<file path="src/rtl/mips32_loader.sv">
`default_nettype none
// ============================================================================
//  Module      : mips32_loader
//  Description : Boot-time program loader for the mips32 core. Frames a
//                big-endian byte stream (base, count, payload, checksum) into
//                32-bit words, writes them through a dedicated memory write
//                port and releases the core once the XOR checksum matches.
//                Re-arms for a new image when the core reports a halt.
//  Ports       : clk1        - system clock (posedge)
//                rst_n       - asynchronous active-low reset
//                in_valid    - input byte valid
//                in_data     - input byte
//                in_ready    - loader accepts a byte this cycle (registered)
//                mem_we      - one-cycle write strobe per word
//                mem_addr    - memory word address
//                mem_wdata   - memory write data
//                cpu_run     - core release; core holds pc while low
//                cpu_halted  - core halted flag
//                done        - image loaded and verified
//                err         - sticky error flag
//  Revision    : 1.0 - initial release
// ============================================================================
module mips32_loader #(
    parameter int ADDR_W = 10,
    parameter int CNT_W  = 16
) (
    input  logic              clk1,
    input  logic              rst_n,
    input  logic              in_valid,
    input  logic [7:0]        in_data,
    output logic              in_ready,
    output logic              mem_we,
    output logic [ADDR_W-1:0] mem_addr,
    output logic [31:0]       mem_wdata,
    output logic              cpu_run,
    input  logic              cpu_halted,
    output logic              done,
    output logic              err
);

    typedef enum logic [2:0] {
        S_HDR  = 3'd0,
        S_DATA = 3'd1,
        S_CHK  = 3'd2,
        S_RUN  = 3'd3,
        S_ERR  = 3'd4
    } state_t;

    // Number of addressable words; 17 bits so ADDR_W up to 16 still fits.
    localparam logic [16:0] MEM_WORDS = 17'd1 << ADDR_W;

    state_t              state_q,     state_d;
    logic [1:0]          byte_cnt_q,  byte_cnt_d;
    logic [23:0]         shift_q,     shift_d;
    logic [ADDR_W-1:0]   base_q,      base_d;
    logic [CNT_W-1:0]    cnt_q,       cnt_d;
    logic [CNT_W-1:0]    idx_q,       idx_d;
    logic [7:0]          xor_q,       xor_d;
    logic                run_arm_q,   run_arm_d;
    logic                in_ready_q,  in_ready_d;
    logic                mem_we_q,    mem_we_d;
    logic [ADDR_W-1:0]   mem_addr_q,  mem_addr_d;
    logic [31:0]         mem_wdata_q, mem_wdata_d;
    logic                cpu_run_q,   cpu_run_d;
    logic                done_q,      done_d;
    logic                err_q,       err_d;

    logic                w_xfer;
    logic [31:0]         w_word;
    logic [16:0]         w_end;
    logic                w_hdr_ok;

    assign w_xfer = in_valid && in_ready_q;
    // Current byte completes either the header (base,count) or a payload word.
    assign w_word = {shift_q, in_data};
    // base + N must not run past the top of memory; base itself must fit.
    assign w_end    = {1'b0, w_word[31:16]} + {1'b0, w_word[15:0]};
    assign w_hdr_ok = ({1'b0, w_word[31:16]} < MEM_WORDS) && (w_end <= MEM_WORDS);

    always_comb begin
        state_d     = state_q;
        byte_cnt_d  = byte_cnt_q;
        shift_d     = shift_q;
        base_d      = base_q;
        cnt_d       = cnt_q;
        idx_d       = idx_q;
        xor_d       = xor_q;
        run_arm_d   = run_arm_q;
        mem_we_d    = 1'b0;
        mem_addr_d  = mem_addr_q;
        mem_wdata_d = mem_wdata_q;

        case (state_q)
            S_HDR: begin
                if (w_xfer) begin
                    shift_d    = {shift_q[15:0], in_data};
                    byte_cnt_d = byte_cnt_q + 2'd1;
                    if (byte_cnt_q == 2'd3) begin
                        base_d = w_word[16 +: ADDR_W];
                        cnt_d  = CNT_W'(w_word[15:0]);
                        idx_d  = '0;
                        xor_d  = 8'h00;
                        if (!w_hdr_ok)
                            state_d = S_ERR;
                        else if (w_word[15:0] == 16'd0)
                            state_d = S_CHK;
                        else
                            state_d = S_DATA;
                    end
                end
            end

            S_DATA: begin
                if (w_xfer) begin
                    shift_d    = {shift_q[15:0], in_data};
                    byte_cnt_d = byte_cnt_q + 2'd1;
                    xor_d      = xor_q ^ in_data;
                    // Write is registered, so the strobe appears the cycle
                    // after the last byte while input keeps flowing.
                    if (byte_cnt_q == 2'd3) begin
                        mem_we_d    = 1'b1;
                        mem_addr_d  = base_q + idx_q[ADDR_W-1:0];
                        mem_wdata_d = w_word;
                        idx_d       = idx_q + CNT_W'(1);
                        if (idx_q == cnt_q - CNT_W'(1))
                            state_d = S_CHK;
                    end
                end
            end

            S_CHK: begin
                if (w_xfer) begin
                    run_arm_d = 1'b0;
                    state_d   = (in_data == xor_q) ? S_RUN : S_ERR;
                end
            end

            S_RUN: begin
                // First RUN cycle only arms the halt detect, so a stale
                // halted flag from the previous program is not taken.
                run_arm_d = 1'b1;
                if (run_arm_q && cpu_halted) begin
                    state_d    = S_HDR;
                    byte_cnt_d = 2'd0;
                end
            end

            S_ERR: begin
                state_d = S_ERR;
            end

            default: begin
                state_d = S_ERR;
            end
        endcase

        in_ready_d = (state_d == S_HDR) || (state_d == S_DATA) || (state_d == S_CHK);
        cpu_run_d  = (state_d == S_RUN);
        done_d     = (state_d == S_RUN);
        err_d      = err_q || (state_d == S_ERR);
    end

    always_ff @(posedge clk1 or negedge rst_n) begin
        if (!rst_n) begin
            state_q     <= S_HDR;
            byte_cnt_q  <= 2'd0;
            shift_q     <= 24'd0;
            base_q      <= '0;
            cnt_q       <= '0;
            idx_q       <= '0;
            xor_q       <= 8'h00;
            run_arm_q   <= 1'b0;
            in_ready_q  <= 1'b0;
            mem_we_q    <= 1'b0;
            mem_addr_q  <= '0;
            mem_wdata_q <= 32'd0;
            cpu_run_q   <= 1'b0;
            done_q      <= 1'b0;
            err_q       <= 1'b0;
        end else begin
            state_q     <= state_d;
            byte_cnt_q  <= byte_cnt_d;
            shift_q     <= shift_d;
            base_q      <= base_d;
            cnt_q       <= cnt_d;
            idx_q       <= idx_d;
            xor_q       <= xor_d;
            run_arm_q   <= run_arm_d;
            in_ready_q  <= in_ready_d;
            mem_we_q    <= mem_we_d;
            mem_addr_q  <= mem_addr_d;
            mem_wdata_q <= mem_wdata_d;
            cpu_run_q   <= cpu_run_d;
            done_q      <= done_d;
            err_q       <= err_d;
        end
    end

    assign in_ready  = in_ready_q;
    assign mem_we    = mem_we_q;
    assign mem_addr  = mem_addr_q;
    assign mem_wdata = mem_wdata_q;
    assign cpu_run   = cpu_run_q;
    assign done      = done_q;
    assign err       = err_q;

endmodule
`default_nettype wire

</file>
<file path="config.mk">
export PLATFORM = sky130hd
export DESIGN_NAME = mips32_loader
export DESIGN_NICKNAME = d
export VERILOG_FILES = /design/src/rtl/mips32_loader.sv
export SDC_FILE = /design/constraint.sdc
export NUM_CORES = 1
export LEC_CHECK = 0
export CAP_MARGIN = 0
export CORE_MARGIN = 2
export CORE_UTILIZATION = 54
export CTS_BUF_LIST = sky130_fd_sc_hd__clkbuf_4 sky130_fd_sc_hd__clkbuf_8
export DETAILED_ROUTE_END_ITERATION = 10
export PLACE_DENSITY = 0.78
export RECOVER_POWER = 25
export SETUP_SLACK_MARGIN = 0.15
export SLEW_MARGIN = 20
export SYNTH_ARGS = -nofsm -noshare
export SYNTH_HDL_FRONTEND = slang
export SYNTH_SLANG_ARGS = --single-unit
</file>
<file path="constraint.sdc">
create_clock -name clk1 -period 3.39 [get_ports clk1]
set_input_delay 0.678 -clock clk1 [delete_from_list [all_inputs] [get_ports clk1]]
set_output_delay 0.678 -clock clk1 [all_outputs]
set_load 0.02 [all_outputs]
</file>
==> summary.md <==
| Metric | Value |
|---|---|
| Root Driver | clkbuf_8 |
| Worst Clk Skew | 0.00921 ns |
| Met2 usage | 48.8% |
| First-pass GRT wire length | ~30000 µm |
| Routed Antenna Nets | 0 |
| Final nets | roughly 900 |
| CTS max path bufs | 2 |
| Least-Margin Pin Slew | roughly 2.2 ns |
| Wire length per cell | 17.2 µm |
| Number of global-route vias before repair | between 5000 and 6000 |
| Seq cells post-synth | 126 |
| Via count | about 6000 |
| Layout area overhead | 21.9% |
| CP Data Required Time | between 3 and 4 ns |
| Grt met1 use | 36.0% |
| Final setup viols | 0 |
| Final hold violations | 0 |
| Worst r2r dst | state_q[0] |
| Critical path arrival | 3.51 ns |
| Worst reg-to-reg path cell count | 10 |
| Antenna violations before repair | 0 |
| Largest net degree at the start of global routing | 67 |
| CTS tree | done |
| Post-Syn Nets | ~840 |
| Die width | 116 µm |
| Initial Util | 54.7% |
| Placed wire-length estimate | 13200 µm |
| DRC viols | 0 |
| Max Cap Viol | 1 |
| WL final | 18400 µm |
| Pwr/cell area | ~730 nW/µm² |
| Critical path class | in -> reg |
| Pre-antenna DRT Iters | 5 |
| Worst r2r src | cnt_q[0] |
| Vias/cell | 5.65 |
| FFs w/ async S/R, synth | 100% |
| Initial DRC Count | 542 |
| R2R Setup Slk | 0.31 ns |
| Post-synthesis cell count | roughly 800 |
| Clock Pin Slew Worst Setup and Hold Paths | 0.07 ns |
| M3 GR Usage | 6.12% |
| Setup crit end | in_ready |
| Core box area | 12500 µm² |
| Setup slack after layout | approximately 0.26 ns |
| Sequential area share after synthesis | a little under half |
| YS warnings | 0 |
| Die Footprint | roughly 14000 µm² |
| Pins Over Slew Limit | 38 |
| DIE HEIGHT | 116 µm |
| Final Wtd Congestion | 0.932 |
| Avg Inst Size Synth | 8.50 µm² |
| LEAKAGE | 4.08 nW |
| GRT busiest layer | met2 |
| Hold slack | 0.476 ns |
| Num ports | 59 |
| Peak Freq | between 0.3 and 0.4 GHz |
| CP endpoint kind | register |
| Overflow after GRT | 0 |
| Worst skew pair latency | 0.45 ns |
| Hold Crit Class | reg -> reg |
| Final worst-path cycle share | 92.4% |
| Syn Std Cell Area | 6820 µm² |
| Final instance count without filler cells | around 1100 |
| Post-synth cell types | between 60 and 70 |
| Port Buffers | a little under 60 |
| Num CTS Buffers | 17 |
| Startpoint Class | input port |
| CP startpoint | in_data[0] |
| Diodes inserted | 0 |
| Final min period | 3.13 ns |
| Num rows | 41 |
| Critical path fanouts, max | 5 |
| Status | finished, violations left |
| Min-delay src | mem_wdata[7] |
| H-tree depth | 4 |
| Slew HR | -46.3% |
| Inst Count DP | 1035 |
| RSZ-0062 raised after global routing | false |
| EDFF count, synth | 0 |
| Fraction of layout cells with a size suffix above 1 | a little under an eighth |
| Clock sinks | 126 |
| Synth Flop Type | dfrtp_1 |
| Global-route usage over all layers | between 20% and 30% |
| Failing checks | capacitance limit, slew limit |
| Dpl ws | -0.584 ns |
| Maximum VDD drop | 0.000360 V |
[metrics by stage]
stage	power [mW]	utilization (%)	setup TNS, ns	instance area (µm²)
after floorplan	3.71	-	0	6820
after global routing	6.50	66.7	0	8320
after detailed placement	4.60	62.6	-2.81	7800
after global placement	4.49	62.6	-1.87	7800
final	6.11	66.7	0	8320
after CTS	6.02	66.2	0	8250
[worst max-delay path, stage by stage]
cell	delay (ns)
dlygate4sd2_1	0.26
ha_2	0.21
fa_2	0.40
a21o_4	0.23
a2111oi_4	0.35
a21oi_1	0.09
or4_1	0.52
o31ai_1	0.21
nor3b_2	0.22
buf_4	0.16
o2111a_1	0.17
[registers in the layout, summed over array words and instances, names as in the netlist, 3 cells and up]
signal / count
shift_q: 24
mem_addr: 10
cnt_q: 16
idx_q: 16
mem_wdata: 32
state_q: 3
xor_q: 8
base_q: 10
[logic make-up after synthesis]
kind of cell	after synthesis	share of synthesized area (%)
AO/OA/AOI/OAI	128	12.0
flip-flops	126	46.2
XOR/XNOR	51	6.55
AND/OR/NAND/NOR	407	25.5
buffers and inverters	54	3.10
adder cells (fa/ha/maj)	30	5.72
multiplexers	6	0.899
[layer usage]
layer  up-vias  share of wire, %
met1      2903                41
met5         -                 0
met4         0               3.6
met2       218                49
li1       2860                 -
met3        54               6.0
[cells in the mapped netlist, types with 11 or more instances]
cell      number  area (µm²)
xnor2_1       27         236
clkbuf_1      37         139
o21ai_0       53         265
nor2_1        44         165
a21oi_1       19        95.1
nand3_1       17        85.1
nor4_1        11        68.8
inv_1         12        45.0
nand2_1      277        1040
ha_1          28         350
xor2_1        24         210
dfrtp_1      126        3150
[worst min-delay path by stage]
| stage | end | cells past startpoint |
|---|---|---|
| detailed placement | mem_wdata[6] | 2 |
| CTS | mem_wdata[8] | 1 |
| global placement | mem_wdata[7] | 2 |
| finish | mem_wdata[7] | 2 |
| floorplan | base_q[0] | 0 |
| global route | mem_wdata[27] | 2 |
[final cells by class]
cell class	count	area [µm²]
clock inverter	12	143
sequential	126	3150
clock buffer	20	269
timing repair buffer	104	932
multi-input combinational	622	3560
inverter	13	48.8
fill	1009	4150
tap	172	215
[where the power goes]
group / switching [mW] / internal, mW
registers: 0.442 / 1.81
logic: 1.36 / 1.13
clock network: 0.599 / 0.765
[layout by cell type (no fill, tap or decap), types with 3 or more instances in the layout]
cell	synthesis	routed
inv_1	12	12
buf_4	2	44
nor2_2	1	3
bufinv_16	0	3
or2_2	5	5
a21o_1	9	9
o31ai_1	5	5
nand4_1	10	10
ha_4	0	3
nor4_1	11	11
nor2_1	44	42
a31oi_1	7	7
nor3_1	10	9
ha_1	28	23
mux2i_1	5	5
o211ai_1	3	3
and3_1	6	6
dfrtp_1	126	126
clkinvlp_4	0	3
xnor2_1	27	27
or3_1	6	6
nand3_1	17	17
and2_1	3	3
a21oi_1	19	18
or4_1	5	5
clkbuf_8	0	19
o21ai_0	53	52
clkinv_2	0	6
clkdlybuf4s50_1	0	53
o21bai_1	3	3
nand2_1	277	277
xor2_1	24	24
[what timing repair did]
| action | in CTS | in global routing |
|---|---|---|
| setup buffers | 0 | 2 |
| endpoints found under the setup margin | 5 | 5 |
| hold buffers | 0 | 0 |
| pin swaps | 2 | 3 |
| resized for setup | 11 | 12 |
Power figures use the tool's default switching activity.
